File: config.mk
export PLATFORM = sky130hd
export DESIGN_NAME = filt_peak_ctrl
export DESIGN_NICKNAME = d
export VERILOG_FILES = /design/src/rtl/filt_peak_ctrl.sv
export SDC_FILE = /design/constraint.sdc
export NUM_CORES = 1
export LEC_CHECK = 0
export BUFFER_PORTS_ARGS = -buffer_cell sky130_fd_sc_hd__clkbuf_2
export CAP_MARGIN = 20
export CORE_ASPECT_RATIO = 1.5
export CORE_MARGIN = 1
export CORE_UTILIZATION = 51
export CTS_BUF_LIST = sky130_fd_sc_hd__clkbuf_16
export DETAILED_ROUTE_END_ITERATION = 10
export PLACE_DENSITY = 0.75
export SLEW_MARGIN = 15
export SYNTH_ARGS = -nofsm -noshare
export SYNTH_HDL_FRONTEND = slang
export SYNTH_SLANG_ARGS = --single-unit
File: constraint.sdc
create_clock -name clk -period 4.7 [get_ports clk]
set_input_delay 0.705 -clock clk [delete_from_list [all_inputs] [get_ports clk]]
set_output_delay 0.705 -clock clk [all_outputs]
set_load 0.05 [all_outputs]
File: src/rtl/filt_peak_ctrl.sv
// -----------------------------------------------------------------------------
// filt_peak_ctrl
//
// Sequencing controller for a trapezoidal shaping filter. It enables the
// filter and waits out the fill time before arming. Once armed, it watches the
// shaped output for a threshold crossing and captures the amplitude a fixed
// number of cycles later, in the flat top. Each captured pulse is time-stamped
// and offered as a single event on a valid/ready interface.
//
// Optional feature macro: FILT_PILEUP_REJECT_EN
//   When defined, a pulse whose output falls back to or below the threshold
//   before its capture point is aborted. The abort is counted in pileup_cnt.
//   When undefined, capture always happens and pileup_cnt is tied to zero.
//
// Parameters
//   WIDTH      filter output / threshold / amplitude width (two's complement)
//   TS_W       timestamp width
//   SETTLE_LEN cycles from filter enable to armed
//   PEAK_DLY   cycles from threshold crossing to amplitude capture (>=1)
//   HOLD_LEN   minimum dead cycles after a capture before re-arm (>=1)
//
// Ports
//   clk        rising-edge clock
//   reset      asynchronous, active-high reset
//   start      one-cycle pulse: enable filter and begin the sequence
//   stop       one-cycle pulse: disable filter, return to OFF (highest priority)
//   filt_run   filter enable; 0 holds the filter cleared
//   filt_out   shaped filter output, signed
//   threshold  signed trigger level
//   ev_valid   event available
//   ev_ready   consumer accepts the event
//   ev_amp     captured amplitude
//   ev_time    timestamp of the threshold crossing
//   drop_cnt   events lost because the output slot was full (saturating)
//   pileup_cnt aborted pulses (saturating; zero when the feature is off)
//   busy       high in every state except OFF
// -----------------------------------------------------------------------------
module filt_peak_ctrl #(
  parameter int WIDTH      = 16,
  parameter int TS_W       = 32,
  parameter int SETTLE_LEN = 32,
  parameter int PEAK_DLY   = 12,
  parameter int HOLD_LEN   = 8
) (
  input  logic                    clk,
  input  logic                    reset,
  input  logic                    start,
  input  logic                    stop,
  output logic                    filt_run,
  input  logic signed [WIDTH-1:0] filt_out,
  input  logic signed [WIDTH-1:0] threshold,
  output logic                    ev_valid,
  input  logic                    ev_ready,
  output logic signed [WIDTH-1:0] ev_amp,
  output logic [TS_W-1:0]         ev_time,
  output logic [15:0]             drop_cnt,
  output logic [15:0]             pileup_cnt,
  output logic                    busy
);

  // One shared down-counter serves settle, peak delay and hold; size it for
  // the longest of the three.
  localparam int MAX_A   = (SETTLE_LEN > PEAK_DLY) ? SETTLE_LEN : PEAK_DLY;
  localparam int MAX_LEN = (MAX_A > HOLD_LEN) ? MAX_A : HOLD_LEN;
  localparam int CNT_W   = $clog2(MAX_LEN + 1);

  localparam logic [CNT_W-1:0] SETTLE_LD = CNT_W'(SETTLE_LEN - 1);
  localparam logic [CNT_W-1:0] PEAK_LD   = CNT_W'(PEAK_DLY - 1);
  localparam logic [CNT_W-1:0] HOLD_LD   = CNT_W'(HOLD_LEN - 1);
  localparam logic [CNT_W-1:0] CNT_ONE   = CNT_W'(1);
  localparam logic [TS_W-1:0]  TS_ONE    = TS_W'(1);

  typedef enum logic [2:0] {
    ST_OFF      = 3'd0,
    ST_SETTLE   = 3'd1,
    ST_ARMED    = 3'd2,
    ST_RISE     = 3'd3,
    ST_HOLD     = 3'd4,
    ST_WAIT_LOW = 3'd5
  } state_t;

  state_t            state_r;
  logic [CNT_W-1:0]  cnt_r;
  logic [TS_W-1:0]   ts_r;
  logic [TS_W-1:0]   cand_r;

  logic above_s;
  logic cnt_zero_s;
  logic start_s;
  logic capture_s;
  logic abort_s;
  logic accept_s;
  logic load_s;
  logic drop_s;

  // Saturating 16-bit increment used by the loss counters.
  function automatic logic [15:0] sat_inc(input logic [15:0] v);
    return (v == 16'hFFFF) ? v : (v + 16'd1);
  endfunction

  assign above_s    = (filt_out > threshold);
  assign cnt_zero_s = (cnt_r == '0);
  // A start only takes effect from OFF, and stop overrides it.
  assign start_s    = (state_r == ST_OFF) & start & ~stop;
  // Capture point of a pulse; stop in the same cycle cancels it.
  assign capture_s  = (state_r == ST_RISE) & cnt_zero_s & ~stop;
  assign accept_s   = ev_valid & ev_ready;
  // The slot may be refilled in the same cycle its old event is taken.
  assign load_s     = capture_s & (~ev_valid | ev_ready);
  assign drop_s     = capture_s & ev_valid & ~ev_ready;

`ifdef FILT_PILEUP_REJECT_EN
  // Output back at/below threshold before the capture point means a pile-up.
  assign abort_s = (state_r == ST_RISE) & ~cnt_zero_s & ~above_s & ~stop;
`else
  assign abort_s = 1'b0;
`endif

  // Sequencer: state, shared down-counter, crossing timestamp and run/busy.
  always_ff @(posedge clk or posedge reset) begin
    if (reset) begin
      state_r  <= ST_OFF;
      cnt_r    <= '0;
      cand_r   <= '0;
      filt_run <= 1'b0;
      busy     <= 1'b0;
    end else if (stop) begin
      state_r  <= ST_OFF;
      cnt_r    <= '0;
      filt_run <= 1'b0;
      busy     <= 1'b0;
    end else begin
      case (state_r)
        ST_OFF: begin
          if (start) begin
            state_r  <= ST_SETTLE;
            cnt_r    <= SETTLE_LD;
            filt_run <= 1'b1;
            busy     <= 1'b1;
          end
        end
        ST_SETTLE: begin
          if (cnt_zero_s) begin
            state_r <= ST_ARMED;
          end else begin
            cnt_r <= cnt_r - CNT_ONE;
          end
        end
        ST_ARMED: begin
          if (above_s) begin
            state_r <= ST_RISE;
            cnt_r   <= PEAK_LD;
            cand_r  <= ts_r;
          end
        end
        ST_RISE: begin
          if (cnt_zero_s) begin
            state_r <= ST_HOLD;
            cnt_r   <= HOLD_LD;
          end else if (abort_s) begin
            state_r <= ST_ARMED;
          end else begin
            cnt_r <= cnt_r - CNT_ONE;
          end
        end
        ST_HOLD: begin
          if (cnt_zero_s) begin
            state_r <= ST_WAIT_LOW;
          end else begin
            cnt_r <= cnt_r - CNT_ONE;
          end
        end
        ST_WAIT_LOW: begin
          // Re-arm only once the current pulse has fallen away.
          if (!above_s) begin
            state_r <= ST_ARMED;
          end
        end
        default: begin
          state_r  <= ST_OFF;
          cnt_r    <= '0;
          filt_run <= 1'b0;
          busy     <= 1'b0;
        end
      endcase
    end
  end

  // Free-running timestamp: cleared by a start, advances while busy.
  always_ff @(posedge clk or posedge reset) begin
    if (reset) begin
      ts_r <= '0;
    end else if (start_s) begin
      ts_r <= '0;
    end else if (busy) begin
      ts_r <= ts_r + TS_ONE;
    end else begin
      ts_r <= ts_r;
    end
  end

  // Single-entry event slot; survives stop, lost only on reset.
  always_ff @(posedge clk or posedge reset) begin
    if (reset) begin
      ev_valid <= 1'b0;
      ev_amp   <= '0;
      ev_time  <= '0;
    end else if (load_s) begin
      ev_valid <= 1'b1;
      ev_amp   <= filt_out;
      ev_time  <= cand_r;
    end else if (accept_s) begin
      ev_valid <= 1'b0;
    end else begin
      ev_valid <= ev_valid;
    end
  end

  // Count of captures discarded because the slot was still occupied.
  always_ff @(posedge clk or posedge reset) begin
    if (reset) begin
      drop_cnt <= 16'h0000;
    end else if (start_s) begin
      drop_cnt <= 16'h0000;
    end else if (drop_s) begin
      drop_cnt <= sat_inc(drop_cnt);
    end else begin
      drop_cnt <= drop_cnt;
    end
  end

`ifdef FILT_PILEUP_REJECT_EN
  // Count of pulses aborted as pile-up.
  always_ff @(posedge clk or posedge reset) begin
    if (reset) begin
      pileup_cnt <= 16'h0000;
    end else if (start_s) begin
      pileup_cnt <= 16'h0000;
    end else if (abort_s) begin
      pileup_cnt <= sat_inc(pileup_cnt);
    end else begin
      pileup_cnt <= pileup_cnt;
    end
  end
`else
  assign pileup_cnt = 16'h0000;
`endif

endmodule

==> run metrics, run 1 <==
post-placement cell count 832; die height 142 um; Worst R2R End drop_cnt[9]; FF-to-FF path depth 8; # diodes 0; CTS tree yes; I/O pins 120; maximum clock frequency 355 MHz; die area 13500 um^2; Final period util 59.9%; setup tns final 0 ns; Worst VDD drop 0.000269 V; postcts setup bufs 0; power per cell area 448 nW/um^2; total leakage power 4.03 nW; DRC viols 0; Crit path required time 5.02 ns; yosys warns 0; worst r2r src cnt_r[0]; Starting DRT DRC Count 189; WP data arrival 3.14 ns; nets 753; Vias 4732; clock buffer depth 2; clk root buf clkbuf_16; sequential fraction of the synthesis area 52.2%; Hold Path Class primary input to async pin; post-synthesis xor/xnor area fraction 4.73%; syn_area_per_cell 11.2 um^2; final hold vios 0; commonest cells after routing, fill and taps aside dfrtp_1, clkbuf_2, mux2_2; layout cell share with drive strength beyond 1 32.8%; asr flop ratio synth 100%; Die Wd 95.3 um; Yosys cell types 58; cells after synthesis 595; sink count of the clock tree 139; post-synthesis compound-gate area fraction 7.34%; Slew Limit Fails 0; # H-tree levels 4; dominant combinational cell family by area after synthesis multiplexers; min Tclk post-route 2.81 ns; routed len/inst 15.3 um; total track usage 21.4%; first-pass GRT wire length 22.4 mm; final wirelength 13.2 mm; Post-Place Setup Slack 1.76 ns; Worst-path clk slew 0.06 ns; commonest non-fill, non-tap cell in the layout dfrtp_1; Area after DPL 7250 um^2; count of final setup violators 0; # resized after CTS 0; critical path endpoint category flop; remaining antenna violation count after routing 0; cell area after synthesis 6670 um^2; mux cell area share after synthesis 13.8%; hold_ws 0.487 ns; RePlAce Congestion 0.898; area share of fa/ha/maj cells after synthesis 3.94%; core area 12600 um^2; Top FF cell, synth dfrtp_1; crit path launch type flop; Final Non-Filler Cells 864; Worst-Skew Late Latency 0.41 ns; # rows 50; r2r setup slk 1.89 ns; Vias/cell 5.48; Area Growth Syn to Fin 17.9%; pin count of the biggest net entering global routing 110; HPWL Detailed 9.25 mm; DRT Pass-1 Iters 4; RSZ-0062 raised after global routing false; cell area after layout 7860 um^2; GR Overflow Total 0; Synth Area in Simple Gates 13.0%; max cap viols 0; setup ws final 1.89 ns; status finished clean; hold-fix buffers at CTS 0; Worst Skew 0.00884 ns; port buffer count 103; Post-synth EDFFs 0; CP Cell Sequence inv_1 -> ha_1 -> nor2b_1 -> nand4_1 -> a311oi_2 -> nand3_1 -> or3_1 -> a21oi_1; Starting Density 52.7%; Critical Path Fanout Max 8; CP max-delay cell a311oi_2; Slew headroom 37.5%; critical path's largest stage delay 0.58 ns; vias in the first global route 4809; FF+latch count, synth 139; CP Class flop to flop; total CTS buffers 17; worst-margin pin slew 0.937 ns; initial antenna violation count 0
[flip-flops by register name (all words and copies together), names as in the netlist]
name,cells
busy,1
cand_r,32
cnt_r,6
drop_cnt,16
ev_amp,16
ev_time,32
ev_valid,1
state_r,3
ts_r,32
[cell families after synthesis]
kind of cell	Yosys count
fa+ha+maj	21
simple gates	169
xor+xnor	36
buf+inv	70
other cells	1
compound gates	77
mux	82
flops	139
[power breakdown]
part	leakage [nW]	switching, mW	internal [mW]
Clock	0.292	0.493	0.877
Combinational	1.82	0.464	0.242
Sequential	1.92	0.120	1.33
Total	4.03	1.08	2.44
[per-layer routing]
| metal | wire length, um | vias to the layer above | track usage, % |
|---|---|---|---|
| met4 | 161 | 0 | 6.46 |
| met2 | 6910 | 155 | 37.9 |
| met1 | 5430 | 2322 | 25.1 |
| li1 | - | 2239 | - |
| met5 | 0 | - | 0 |
| met3 | 743 | 16 | 5.40 |
[stage by stage]
step / utilization (%) / power, mW
5_1_grt: 62.2 / 3.69
6_report: 62.2 / 3.52
3_3_place_gp: 57.3 / 2.13
2_1_floorplan: - / 2.00
3_5_place_dp: 57.4 / 2.17
4_1_cts: 62.2 / 3.54
[layout make-up]
| class | instances | area (um^2) |
|---|---|---|
| multi-input cells | 401 | 2920 |
| fillers | 1006 | 4780 |
| clock inverters | 15 | 181 |
| inverters | 29 | 114 |
| well taps | 156 | 195 |
| flip-flops and latches | 139 | 3480 |
| clock buffers | 17 | 425 |
| repair buffers | 107 | 543 |
[worst max-delay path: cells and delay by family (launching register included)]
| kind | cells | cell delay (ns) |
|---|---|---|
| AOI/OAI and AO/OA | 2 | 0.73 |
| buffers and inverters | 1 | 0.12 |
| DFF | 1 | 0.42 |
| adders and majority gates | 1 | 0.14 |
| and+or+nand+nor | 4 | 1.32 |
[how the worst max path moves through the flow]
stage | from | end | depth (start not counted)
6_report | cnt_r[0] | drop_cnt[9] | 8
5_1_grt | cnt_r[0] | drop_cnt[11] | 9
4_1_cts | cnt_r[0] | ev_time[2] | 7
3_5_place_dp | stop | drop_cnt[11] | 8
3_3_place_gp | threshold[15] | cnt_r[2] | 10
2_1_floorplan | reset | busy | 1
[cell usage after synthesis (2+ instances only)]
library cell | instances | area [um^2]
xnor2_1 | 11 | 96.3
buf_2 | 2 | 10.0
o21ai_0 | 22 | 110
ha_1 | 21 | 263
xor2_1 | 25 | 219
nand3_1 | 14 | 70.1
mux2_2 | 80 | 901
clkbuf_1 | 20 | 75.1
and3_1 | 6 | 37.5
or3_2 | 2 | 15.0
or3_1 | 11 | 68.8
and4_1 | 8 | 70.1
inv_1 | 29 | 109
nand2_1 | 39 | 146
buf_4 | 17 | 128
a31oi_1 | 3 | 18.8
nor3_1 | 6 | 30.0
nand2b_1 | 5 | 31.3
and2_1 | 2 | 12.5
a21oi_1 | 24 | 120
mux2i_1 | 2 | 20.0
o31ai_1 | 4 | 30.0
a21o_1 | 4 | 30.0
nor2_1 | 52 | 195
dfrtp_1 | 139 | 3480
and2b_2 | 2 | 17.5
nor2b_1 | 2 | 12.5
nor4_1 | 2 | 12.5
o211ai_1 | 2 | 15.0
nand4_1 | 11 | 68.8
Note: power is estimated with default switching activity, not from simulation.
==> run 2, diff against run 1 <==
--- a/config.mk
+++ b/config.mk
@@ -9,10 +9,10 @@
 export CAP_MARGIN = 20
 export CORE_ASPECT_RATIO = 1.5
 export CORE_MARGIN = 1
-export CORE_UTILIZATION = 51
+export CORE_UTILIZATION = 53
 export CTS_BUF_LIST = sky130_fd_sc_hd__clkbuf_16
 export DETAILED_ROUTE_END_ITERATION = 10
-export PLACE_DENSITY = 0.75
+export PLACE_DENSITY = 0.74
 export SLEW_MARGIN = 15
 export SYNTH_ARGS = -nofsm -noshare
 export SYNTH_HDL_FRONTEND = slang
==> constraint.sdc (replaced) <==
create_clock -name clk -period 2.84 [get_ports clk]
set_input_delay 0.426 -clock clk [delete_from_list [all_inputs] [get_ports clk]]
set_output_delay 0.426 -clock clk [all_outputs]
set_load 0.05 [all_outputs]
==> run 2 against run 1 <==
Effect of this change:
- total power grew 58%
- highest routed layer unchanged
- final area grew 0.22%
- setup slack lost 1.6 ns
- largest power group unchanged
- die area shrank 3.7%
==> run metrics, run 2 (synthesized netlist as in run 1, its figures left out) <==
status finished clean; Slew headroom 60.9%; CP Class flop to flop; first-pass GRT wire length 22.2 mm; nets 760; die area 13000 um^2; # diodes 0; Vias/cell 5.50; initial antenna violation count 0; routed len/inst 15.2 um; wire length on met1 5.49 mm; commonest cells after routing, fill and taps aside dfrtp_1, clkbuf_2, mux2_2; crit path launch type flop; total leakage power 4.04 nW; top flop regs cand_r: 32 flops, ev_time: 32 flops, ts_r: 32 flops; Starting Density 54.9%; DRC viols 0; core area 12100 um^2; Worst Skew 0.0125 ns; final core utilization 64.9%; commonest non-fill, non-tap cell in the layout dfrtp_1; I/O pins 120; clock buffer depth 2; WP data arrival 2.89 ns; maximum clock frequency 385 MHz; Hold Path Class primary input to async pin; # rows 49; Slew Limit Fails 0; Die Wd 93.6 um; final wirelength 13.2 mm; pin count of the biggest net entering global routing 63; Worst-path clk slew 0.06 ns; GR Overflow Total 0; power per cell area 704 nW/um^2; vias in the first global route 4778; sink count of the clock tree 139; critical path endpoint category flop; final hold vios 0; HPWL Detailed 9.19 mm; Starting DRT DRC Count 219; # H-tree levels 4; RSZ-0062 raised after global routing false; min Tclk post-route 2.60 ns; Worst VDD drop 0.000432 V; # resized after CTS 0; Final period util 91.4%; setup tns final 0 ns; layout cell share with drive strength beyond 1 33.8%; Met2 Wirelength 6.83 mm; hold-fix buffers at CTS 0; die height 139 um; Final Non-Filler Cells 868; postcts setup bufs 0; worst-margin pin slew 0.581 ns; Area Growth Syn to Fin 18.2%; count of final setup violators 0; r2r setup slk 0.24 ns; CTS tree yes; DRT Pass-1 Iters 4; Vias 4778; max cap viols 0; port buffer count 103; met3 wire length 684 um; total track usage 21.8%; Crit path required time 3.14 ns; post-placement cell count 836; top routing layer in use met4; RePlAce Congestion 0.837; Worst-Skew Late Latency 0.42 ns; total CTS buffers 17; Critical Path Fanout Max 24; clk root buf clkbuf_16; remaining antenna violation count after routing 0
-- run 2: worst max-delay path, cell delays in order, from the launching register on --
cell and delay, ns:
dfrtp_1 0.42, inv_1 0.12, ha_1 0.15, nor2b_1 0.28, nand3_1 0.26, nor2_1 0.27, and3_2 0.26, buf_4 0.33
mux2_2 0.38
-- run 2: final timing paths --
kind | start | end | depth (start not counted)
max | cnt_r[0] | ev_amp[3] | 8
min | reset | ev_time[24] | 2
max reg2reg | cnt_r[0] | ev_amp[3] | 8
min reg2reg | cand_r[24] | ev_time[24] | 1
max in group asynchronous | reset | cand_r[3] | 3
min in group clk | filt_out[14] | ev_amp[14] | 2
-- run 2: metrics by stage --
| stage | hold slack [ns] | instance area, um^2 | setup WS, ns | power, mW |
|---|---|---|---|---|
| after CTS | 0.0559 | 7880 | 0.259 | 5.59 |
| after floorplan | 0.472 | 6730 | 0.184 | 3.31 |
| after detailed placement | 0.491 | 7350 | 0.282 | 3.62 |
| after global placement | 0.485 | 7350 | 0.337 | 3.57 |
| after global routing | 0.0821 | 7880 | 0.0508 | 5.82 |
| final | 0.0503 | 7880 | 0.244 | 5.55 |
-- run 2: layer usage --
layer	vias to the layer above	track usage, %
met4	0	7.29
li1	2254	-
met3	14	5.85
met2	139	37.6
met5	-	0
met1	2371	26.0
-- run 2: power breakdown --
| part | switching, mW | internal [mW] | total [mW] |
|---|---|---|---|
| clock | 0.847 | 1.11 | 1.96 |
| combinational | 0.787 | 0.429 | 1.22 |
| sequential | 0.180 | 2.19 | 2.37 |
| total | 1.81 | 3.73 | 5.55 |
-- run 2: final cells by class --
type,count,area [um^2]
Timing Repair Buffer,114,648
Inverter,29,113
Tap cell,153,191
Multi-Input combinational cell,401,2920
Clock buffer,17,425
Fill cell,943,4260
Sequential cell,139,3480
Clock inverter,15,103
==> run 3, diff against run 2 <==
--- a/config.mk
+++ b/config.mk
@@ -5,10 +5,10 @@
 export SDC_FILE = /design/constraint.sdc
 export NUM_CORES = 1
 export LEC_CHECK = 0
+export ABC_AREA = 1
 export BUFFER_PORTS_ARGS = -buffer_cell sky130_fd_sc_hd__clkbuf_2
 export CAP_MARGIN = 20
 export CORE_ASPECT_RATIO = 1.5
-export CORE_MARGIN = 1
 export CORE_UTILIZATION = 53
 export CTS_BUF_LIST = sky130_fd_sc_hd__clkbuf_16
 export DETAILED_ROUTE_END_ITERATION = 10
==> run 3 against run 2 <==
Effect of this change:
- critical path depth grew 1
- via count is 17% higher
- largest power group unchanged
- combinational power rose by 150%
- largest cell class unchanged
- first-iteration DRC count down 8.7%
==> run metrics, run 3 <==
core area 13100 um^2; most common cell in the synthesized netlist nand2_1; hold-fix buffers at CTS 1; FF-to-FF path depth 9; commonest non-fill, non-tap cell in the layout nand2_1; total track usage 22.1%; HP Start filt_out[5]; WP data arrival 2.39 ns; Worst R2R End drop_cnt[5]; # rows 51; Yosys cell types 48; Net Sw Frac 42.0%; setup tns final 0 ns; die height 144 um; asr flop ratio synth 100%; # H-tree levels 4; first-pass GRT wire length 24.6 mm; Area after DPL 7800 um^2; Fill cells 1125; RePlAce Congestion 0.839; cell taking the most area after synthesis dfrtp_1; Vias 5605; Hold Path Class primary input to flop; Final period util 72.5%; commonest cells in the netlist nand2_1, dfrtp_1, inv_1; commonest cells after routing, fill and taps aside nand2_1, dfrtp_1, clkbuf_2; routed len/inst 13.7 um; pin count of the biggest net entering global routing 65; layout cell share with drive strength beyond 1 24.9%; die area 14000 um^2; CTS tree yes; final wirelength 14.6 mm; clock power share 26.5%; Worst Skew 0.00632 ns; Area Growth Syn to Fin 17.4%; largest cells by area after synthesis dfrtp_1, nand2_1, mux2_2; status finished clean; Worst VDD drop 0.000603 V; critical path endpoint category flop; sink count of the clock tree 139; postcts setup bufs 0; Hold EP ev_amp[5]; part of the power in combinational logic 36.6%; worst r2r src state_r[1]; total leakage power 4.33 nW; power per cell area 977 nW/um^2; DRC viols 0; cells after synthesis 781; total CTS buffers 17; syn_area_per_cell 9.16 um^2; Starting Density 54.7%; GR Overflow Total 0; Pint 4.76 mW; Worst-Skew Late Latency 0.41 ns; Post-Place Setup Slack 0.469 ns; remaining antenna violation count after routing 0; maximum clock frequency 485 MHz; CP Class flop to flop; Vias/cell 5.28; FF+latch count, synth 139; r2r setup slk 0.78 ns; port buffer count 103; Worst-path clk slew 0.06 ns; cell area after layout 8400 um^2; DRT Pass-1 Iters 5; I/O pins 120; Critical Path Fanout Max 25; Post-synth EDFFs 0; Starting DRT DRC Count 200; clk root buf clkbuf_16; cell area after synthesis 7150 um^2; min Tclk post-route 2.06 ns; Top FF cell, synth dfrtp_1; # diodes 0; HPWL Detailed 10.4 mm; part of the power in registers 36.9%; vias in the first global route 5459; RSZ-0062 raised after global routing false; Crit path required time 3.17 ns; clock buffer depth 2; final hold vios 0; Die Wd 96.9 um; Slew Limit Fails 0; sequential fraction of the synthesis area 48.6%; crit path launch type flop; Worst Hold Depth 2; top-area cell type share of the netlist area 48.6%; count of final setup violators 0; Net Sw Power 3.44 mW; nets 948; # resized after CTS 0; yosys warns 0; max cap viols 0; setup ws final 0.780 ns; initial antenna violation count 0; top flop regs cand_r: 32 flops, ev_time: 32 flops, ts_r: 32 flops
[run 3: cell types whose count changed in the layout (fill, tap and decap cells not counted), moves of 9 or more]
cell     before  now
or3_1        11    0
xnor2_1      11    2
xor2_1       25   15
nor2_1       52   42
inv_1        28   88
nand3_1      14   36
nand2_1      39  158
nor3_1        5   21
mux2_2       80   40
o21ai_1       0   33
[run 3: power groups by stage]
stage	combinational [mW]	clock [mW]	sequential (mW)
floorplan	1.35	0	4.01
global placement	2.94	0	3.05
detailed placement	3.00	0	3.06
CTS	3.03	2.22	3.04
global route	3.26	2.31	3.12
finish	3.00	2.17	3.03
[run 3: metal layers]
metal	track usage, %	vias up	wire length, um
li1	-	2793	-
met1	25.3	2686	5990
met2	39.5	100	7820
met3	5.90	26	432
met4	8.56	0	348
met5	0	-	0
[run 3: through the flow]
step                utilization [%]  std cells  power (mW)  hold WS [ns]
floorplan                         -        796        5.36         0.452
global route                   64.2       1062        8.68         0.255
detailed placement             59.7       1029        6.06         0.371
CTS                            64.2       1062        8.28         0.256
finish                         64.2       1062        8.20         0.267
global placement               59.7       1029        5.98         0.372
[run 3: worst max-delay path, stage by stage, from the launching register on]
cell,delay (ns)
dfrtp_1,0.45
nor2_1,0.19
nand2_1,0.14
nor2_1,0.14
nand2_1,0.26
nand4_1,0.22
nand2_4,0.20
inv_2,0.18
nand4_1,0.08
o21ai_0,0.10
[run 3: cell type report]
class	instances	area, um^2	share of cell area, %
repair buffers	114	638	7.60
inverters	96	364	4.34
clock inverters	15	158	1.88
clock buffers	17	425	5.07
multi-input cells	522	3130	37.3
flip-flops and latches	139	3480	41.4
well taps	159	199	2.37
[run 3: cell families (layout without fill, tap and decap cells)]
logic type,Yosys count,in the layout,share of synthesized area (%)
AO/OA/AOI/OAI,118,118,9.93
XOR/XNOR,17,17,2.08
adder cells (fa/ha/maj),21,21,3.67
buffers and inverters,135,242,8.36
flip-flops,139,139,48.6
multiplexers,43,43,6.77
other,1,16,0.0524
AND/OR/NAND/NOR,307,307,20.5
[run 3: worst max path at each step]
| stage | start | to | slack, ns |
|---|---|---|---|
| after floorplan | reset | busy | 0.68 |
| after global placement | threshold[15] | state_r[1] | 0.54 |
| after global routing | state_r[0] | drop_cnt[5] | 0.53 |
| after CTS | state_r[1] | drop_cnt[5] | 0.77 |
| after detailed placement | threshold[15] | state_r[2] | 0.47 |
| final | state_r[1] | drop_cnt[5] | 0.78 |
